<file path="config.mk">
export PLATFORM = sky130hd
export DESIGN_NAME = pwm_fade_sequencer
export DESIGN_NICKNAME = d
export VERILOG_FILES = /design/src/rtl/pwm_ctrl_pkg.sv /design/src/rtl/pwm_step_tick.sv /design/src/rtl/pwm_fade_sequencer.sv
export SDC_FILE = /design/constraint.sdc
export NUM_CORES = 1
export LEC_CHECK = 0
export ABC_AREA = 1
export CAP_MARGIN = 20
export CELL_PAD_IN_SITES_DETAIL_PLACEMENT = 0
export CELL_PAD_IN_SITES_GLOBAL_PLACEMENT = 2
export CORE_ASPECT_RATIO = 2
export CORE_MARGIN = 2
export CORE_UTILIZATION = 39
export CTS_BUF_LIST = sky130_fd_sc_hd__clkbuf_4
export CTS_CLUSTER_DIAMETER = 100
export CTS_CLUSTER_SIZE = 20
export DETAILED_ROUTE_END_ITERATION = 8
export GPL_ROUTABILITY_DRIVEN = 0
export HOLD_SLACK_MARGIN = 0.05
export PLACE_DENSITY_LB_ADDON = 0.1
export SYNTH_ARGS = -nofsm -noshare
export SYNTH_HDL_FRONTEND = slang
export SYNTH_SLANG_ARGS = --single-unit
</file>
<file path="constraint.sdc">
create_clock -name clk_100MHz -period 2.65 [get_ports clk_100MHz]
set_input_delay 0.265 -clock clk_100MHz [delete_from_list [all_inputs] [get_ports clk_100MHz]]
set_output_delay 0.265 -clock clk_100MHz [all_outputs]
set_load 0.01 [all_outputs]
</file>
<file path="src/rtl/pwm_ctrl_pkg.sv">
// Shared types and helpers for the PWM fade sequencer: FSM state encoding,
// full-scale level and step-divider calculation.
package pwm_ctrl_pkg;

  typedef enum logic [1:0] {
    MANUAL    = 2'd0,
    RAMP_UP   = 2'd1,
    HOLD      = 2'd2,
    RAMP_DOWN = 2'd3
  } state_e;

  function automatic int unsigned max_level(input int unsigned width);
    return (32'd1 << width) - 32'd1;
  endfunction

  function automatic int unsigned calc_div(input int unsigned clk_hz, input int unsigned step_hz);
    return clk_hz / step_hz;
  endfunction

endpackage

</file>
<file path="src/rtl/pwm_step_tick.sv">
// Free-running step divider: one-cycle tick while the count sits at DIV-1.
module pwm_step_tick #(
  parameter int unsigned DIV = 10
) (
  input  logic clk_100MHz,
  input  logic rst_n,
  output logic tick
);

  localparam int unsigned CNT_W = (DIV > 1) ? $clog2(DIV) : 1;

  logic [CNT_W-1:0] r_cnt;
  logic             r_tick;

  // Tick is registered by looking one count ahead, so it is high exactly while r_cnt == DIV-1.
  always_ff @(posedge clk_100MHz or negedge rst_n) begin
    if (!rst_n) begin
      r_cnt  <= '0;
      r_tick <= 1'b0;
    end else begin
      if (r_cnt == CNT_W'(DIV - 1)) r_cnt <= '0;
      else                          r_cnt <= r_cnt + CNT_W'(1);
      r_tick <= (r_cnt == CNT_W'(DIV - 2));
    end
  end

  assign tick = r_tick;

endmodule

</file>
<file path="src/rtl/pwm_fade_sequencer.sv">
// Duty-level controller for the PWM generator: manual up/down stepping or an
// automatic breathe ramp. Define PWM_FADE_BTN_SYNC_EN to synchronise raw buttons.
module pwm_fade_sequencer
  import pwm_ctrl_pkg::*;
#(
  parameter int unsigned CLK_HZ     = 100_000_000,
  parameter int unsigned STEP_HZ    = 100,
  parameter int unsigned DUTY_W     = 2,
  parameter int unsigned HOLD_STEPS = 50
) (
  input  logic              clk_100MHz,
  input  logic              rst_n,
  input  logic              mode_breathe,
  input  logic              btn_up,
  input  logic              btn_down,
  output logic [DUTY_W-1:0] duty_cycle,
  output logic              duty_valid,
  output logic [1:0]        state
);

  localparam int unsigned       DIV       = calc_div(CLK_HZ, STEP_HZ);
  localparam int unsigned       HOLD_W    = $clog2(HOLD_STEPS + 1);
  localparam logic [DUTY_W-1:0] MAX_LEVEL = DUTY_W'(max_level(DUTY_W));

  logic              w_tick;
  logic              w_up;
  logic              w_down;
  state_e            r_state;
  logic [DUTY_W-1:0] r_level;
  logic              r_valid;
  logic [HOLD_W-1:0] r_hold;

  pwm_step_tick #(.DIV(DIV)) u_step_tick (
    .clk_100MHz (clk_100MHz),
    .rst_n      (rst_n),
    .tick       (w_tick)
  );

`ifdef PWM_FADE_BTN_SYNC_EN
  logic [1:0] r_up_sync;
  logic [1:0] r_dn_sync;
  logic       r_up_prev;
  logic       r_dn_prev;
  logic       r_up_pulse;
  logic       r_dn_pulse;

  // 2-FF synchroniser, then a registered rising-edge pulse per button.
  always_ff @(posedge clk_100MHz or negedge rst_n) begin
    if (!rst_n) begin
      r_up_sync  <= '0;
      r_dn_sync  <= '0;
      r_up_prev  <= 1'b0;
      r_dn_prev  <= 1'b0;
      r_up_pulse <= 1'b0;
      r_dn_pulse <= 1'b0;
    end else begin
      r_up_sync  <= {r_up_sync[0], btn_up};
      r_dn_sync  <= {r_dn_sync[0], btn_down};
      r_up_prev  <= r_up_sync[1];
      r_dn_prev  <= r_dn_sync[1];
      r_up_pulse <= r_up_sync[1] & ~r_up_prev;
      r_dn_pulse <= r_dn_sync[1] & ~r_dn_prev;
    end
  end

  assign w_up   = r_up_pulse;
  assign w_down = r_dn_pulse;
`else
  assign w_up   = btn_up;
  assign w_down = btn_down;
`endif

  // Mode FSM and level register; leaving breathe mode wins over any tick action.
  always_ff @(posedge clk_100MHz or negedge rst_n) begin
    if (!rst_n) begin
      r_state <= MANUAL;
      r_level <= '0;
      r_valid <= 1'b0;
      r_hold  <= '0;
    end else begin
      r_valid <= 1'b0;
      case (r_state)
        MANUAL: begin
          if (w_up && !w_down && (r_level != MAX_LEVEL)) begin
            r_level <= r_level + DUTY_W'(1);
            r_valid <= 1'b1;
          end else if (w_down && !w_up && (r_level != '0)) begin
            r_level <= r_level - DUTY_W'(1);
            r_valid <= 1'b1;
          end
          if (mode_breathe && w_tick) r_state <= RAMP_UP;
        end
        default: begin
          if (!mode_breathe) begin
            r_state <= MANUAL;
          end else if (w_tick) begin
            case (r_state)
              RAMP_UP: begin
                if (r_level != MAX_LEVEL) begin
                  r_level <= r_level + DUTY_W'(1);
                  r_valid <= 1'b1;
                end else begin
                  r_state <= HOLD;
                  r_hold  <= '0;
                end
              end
              HOLD: begin
                r_hold <= r_hold + HOLD_W'(1);
                if (r_hold == HOLD_W'(HOLD_STEPS - 1)) r_state <= RAMP_DOWN;
              end
              RAMP_DOWN: begin
                if (r_level != '0) begin
                  r_level <= r_level - DUTY_W'(1);
                  r_valid <= 1'b1;
                end else begin
                  r_state <= RAMP_UP;
                end
              end
              default: r_state <= MANUAL;
            endcase
          end
        end
      endcase
    end
  end

  assign duty_cycle = r_level;
  assign duty_valid = r_valid;
  assign state      = r_state;

endmodule

</file>
==> run_results.csv <==
group,metric,value,unit
status,status,"complete, no violations",
finish,area_growth,10.9,%
global_routing,grt_overflow,0,
logic_synthesis,synth.largest_area_cell,"dfrtp_1",
hold_path,hp-class,"primary input to async pin",
clock_tree,ctsResizeCount,0,
power_and_ir_drop,power.leakage,1.11,nW
logic_synthesis,ys_types,24,
power_and_ir_drop,p_switching,0.000327,W
critical_path,crit_slowest_cell,"clkdlybuf4s50_1",
clock_tree,clk-insertion-delay-late,0.36,ns
critical_path,worst-setup-path-type,"flip-flop to output pin",
clock_tree,cts_made_buffers,5,
power_and_ir_drop,pwr-share-seq,51.5,%
global_routing,grt_max_degree,33,
sta,setup_viol,0,
logic_synthesis,syn_nets,289,
power_and_ir_drop,intPower,0.000692,W
sta,maxSlewHeadroom,71.3,%
detailed_routing,routed_wl,4870,µm
global_routing,grt_use_total,19.6,%
placed_design,dp.final_hpwl,3940,µm
finish,drive_gt1_share,8.30,%
critical_path,critical_path.max_fanout,8,
logic_synthesis,syn_area_per_cell,7.53,µm²
clock_tree,clk_pin_slew,0.11,ns
logic_synthesis,synth_area_leaders,"dfrtp_1, nand2_1, ha_1, nor2_1, inv_1",
global_routing,antenna_found_initial,0,
clock_tree,post_cts_buffers,0,
logic_synthesis,synth.cell_area,0.00204,mm²
run,cap_violations,0,
sta,fin_crit,1.73,ns
detailed_routing,drtIter0Drc,36,
power_and_ir_drop,p_per_area,451,mW/mm²
critical_path,cp.required,2.38,ns
critical_path,cp.buffers_inverters,1,
floorplanning,start_util,40.0,%
clock_tree,cts_tree,"built",
floorplanning,ios,10,
clock_tree,cts_root_buf,"clkbuf_4",
floorplanning,die_y,106,µm
detailed_routing,wl_per_cell,14.0,µm
sta,finalCritPeriodShare,65.4,%
clock_tree,cts_max_level,2,
logic_synthesis,seq_area_frac_synth,39.3,%
sta,grt_setup_unrepaired,"no",
finish,final_cells,347,
floorplanning,die_w,55.1,µm
sta,hold_ws,0.307,ns
detailed_routing,dr.pass1.iters,4,
clock_tree,clockBufferDepth,2,
logic_synthesis,async_flop_share,100,%
critical_path,cp_cell_sequence,"clkdlybuf4s50_1",
logic_synthesis,synth_top_cells_by_count,"nand2_1, nor2_1, inv_1",
logic_synthesis,synth_edf_count,0,
power_and_ir_drop,p_sw_share,32.1,%
critical_path,setup.worst_path.end_class,"output pin",
logic_synthesis,ys_warn_count,0,
finish,finalNetCount,306,
floorplanning,core_area,0.00509,mm²
logic_synthesis,synth.most_common_cell,"nand2_1",
sta,worstMarginPinSlew,0.430,ns
clock_tree,cts.sinks,32,
logic_synthesis,synth_seq_cells,32,
global_routing,grt_pass1_wl,7850,µm
power_and_ir_drop,p_comb_share,20.8,%
detailed_routing,drc,0,
detailed_routing,vias,1702,
floorplanning,rows,37,
critical_path,slowest_delay,0.61,ns
placed_design,dpl.cell_count,339,
critical_path,cp-start-kind,"flip-flop",
logic_synthesis,syn_inst,271,
power_and_ir_drop,peakVddDrop,0.000336,V
floorplanning,dieArea,0.00586,mm²
critical_path,path_delay_family,"buffers and inverters",
critical_path,arrival,1.47,ns
sta,drv_slew,0,
sta,max_freq,577,MHz
sta,setup_tns,0,ns
placed_design,io_buffers,9,
logic_synthesis,yosysTopAreaCellShare,39.3,%
sta,skew,0.00949,ns
global_routing,first_global_vias,1728,
sta,hold_viol,0,
finish,antenna_cells,0,
power_and_ir_drop,pwr-share-clk,27.6,%
detailed_routing,avgViaCountPerCell,4.90,
clock_tree,postCtsHoldBufs,0,
logic_synthesis,ys.flop_type,"dfrtp_1",
detailed_routing,ant_nets,0,
[cell usage in the layout, fill, tap and decap left out, types with 2 or more instances in the layout]
cell | synthesis | routed
ha_1 | 13 | 13
nand2_2 | 3 | 3
nand4_1 | 9 | 9
inv_2 | 3 | 3
clkinv_2 | 0 | 2
clkdlybuf4s50_1 | 0 | 9
xor2_1 | 10 | 10
nand3_1 | 22 | 22
nand2_1 | 67 | 67
nor3_1 | 3 | 3
nor2_4 | 4 | 4
nor2_2 | 3 | 3
o21ai_0 | 10 | 10
dfrtp_1 | 32 | 32
inv_1 | 37 | 37
clkbuf_4 | 0 | 5
nor2_1 | 42 | 42
xnor2_1 | 4 | 4
[through the flow]
stage / power, W / cell area [µm²] / utilization (%) / setup slack [ns]
2_1_floorplan: 0.000652 / 2040 / - / 1.18
3_3_place_gp: 0.000754 / 2210 / 43.4 / 1.04
3_5_place_dp: 0.000751 / 2210 / 43.4 / 0.991
4_1_cts: 0.00103 / 2260 / 44.4 / 0.878
5_1_grt: 0.00108 / 2260 / 44.4 / 0.830
6_report: 0.00102 / 2260 / 44.4 / 0.916
[routing by layer]
| layer | part of all wire, % | wire length (µm) | up-vias | global-route usage, % |
|---|---|---|---|---|
| li1 | - | - | 881 | - |
| met2 | 62 | 3010 | 22 | 38.7 |
| met3 | 2.3 | 114 | 10 | 4.21 |
| met5 | 0 | 0 | - | 0 |
| met4 | 3.0 | 147 | 0 | 9.06 |
| met1 | 33 | 1600 | 789 | 16.3 |
[flip-flops by register name, indices dropped and copies added (netlist names)]
signal and flops:
u_step_tick.r_cnt 20, r_hold 6, duty_cycle 2, state 2, duty_valid 1, u_step_tick.tick 1
[power groups by stage]
stage / sequential [W] / clock (W) / combinational, W
finish: 0.000525 / 0.000281 / 0.000212
global route: 0.000528 / 0.000309 / 0.000243
global placement: 0.000538 / 0 / 0.000217
CTS: 0.000526 / 0.000293 / 0.000215
floorplan: 0.000541 / 0 / 0.000111
detailed placement: 0.000536 / 0 / 0.000215
[layout make-up]
cell class,instances,area (µm²)
Sequential cell,32,801
Tap cell,58,72.6
Fill cell,536,2830
Timing Repair Buffer,10,97.6
Inverter,40,150
Clock inverter,3,13.8
Clock buffer,5,37.5
Multi-Input combinational cell,199,1090
[final timing paths]
kind	startpoint	endpoint	slack (ns)	cells after the start
min in group clk_100MHz	u_step_tick.r_cnt[0]	u_step_tick.r_cnt[0]	0.52	1
max in group asynchronous	rst_n	u_step_tick.r_cnt[16]	2.03	2
worst max register to register	state[0]	r_hold[0]	0.99	6
worst max-delay path	state[0]	state[0]	0.92	1
worst min-delay path	rst_n	u_step_tick.r_cnt[13]	0.31	2
worst min register to register	u_step_tick.r_cnt[0]	u_step_tick.r_cnt[0]	0.52	1
[logic make-up (layout without fill, tap and decap cells)]
kind of cell    Yosys count  in the layout  share of synthesized area [%]
compound gates           12             12                           3.01
xor+xnor                 14             14                           6.01
fa+ha+maj                13             13                           7.98
buf+inv                  40             58                           7.36
flops                    32             32                           39.3
mux                       1              1                          0.491
simple gates            159            159                           35.9
No activity file was read; power rests on OpenSTA's default activity.
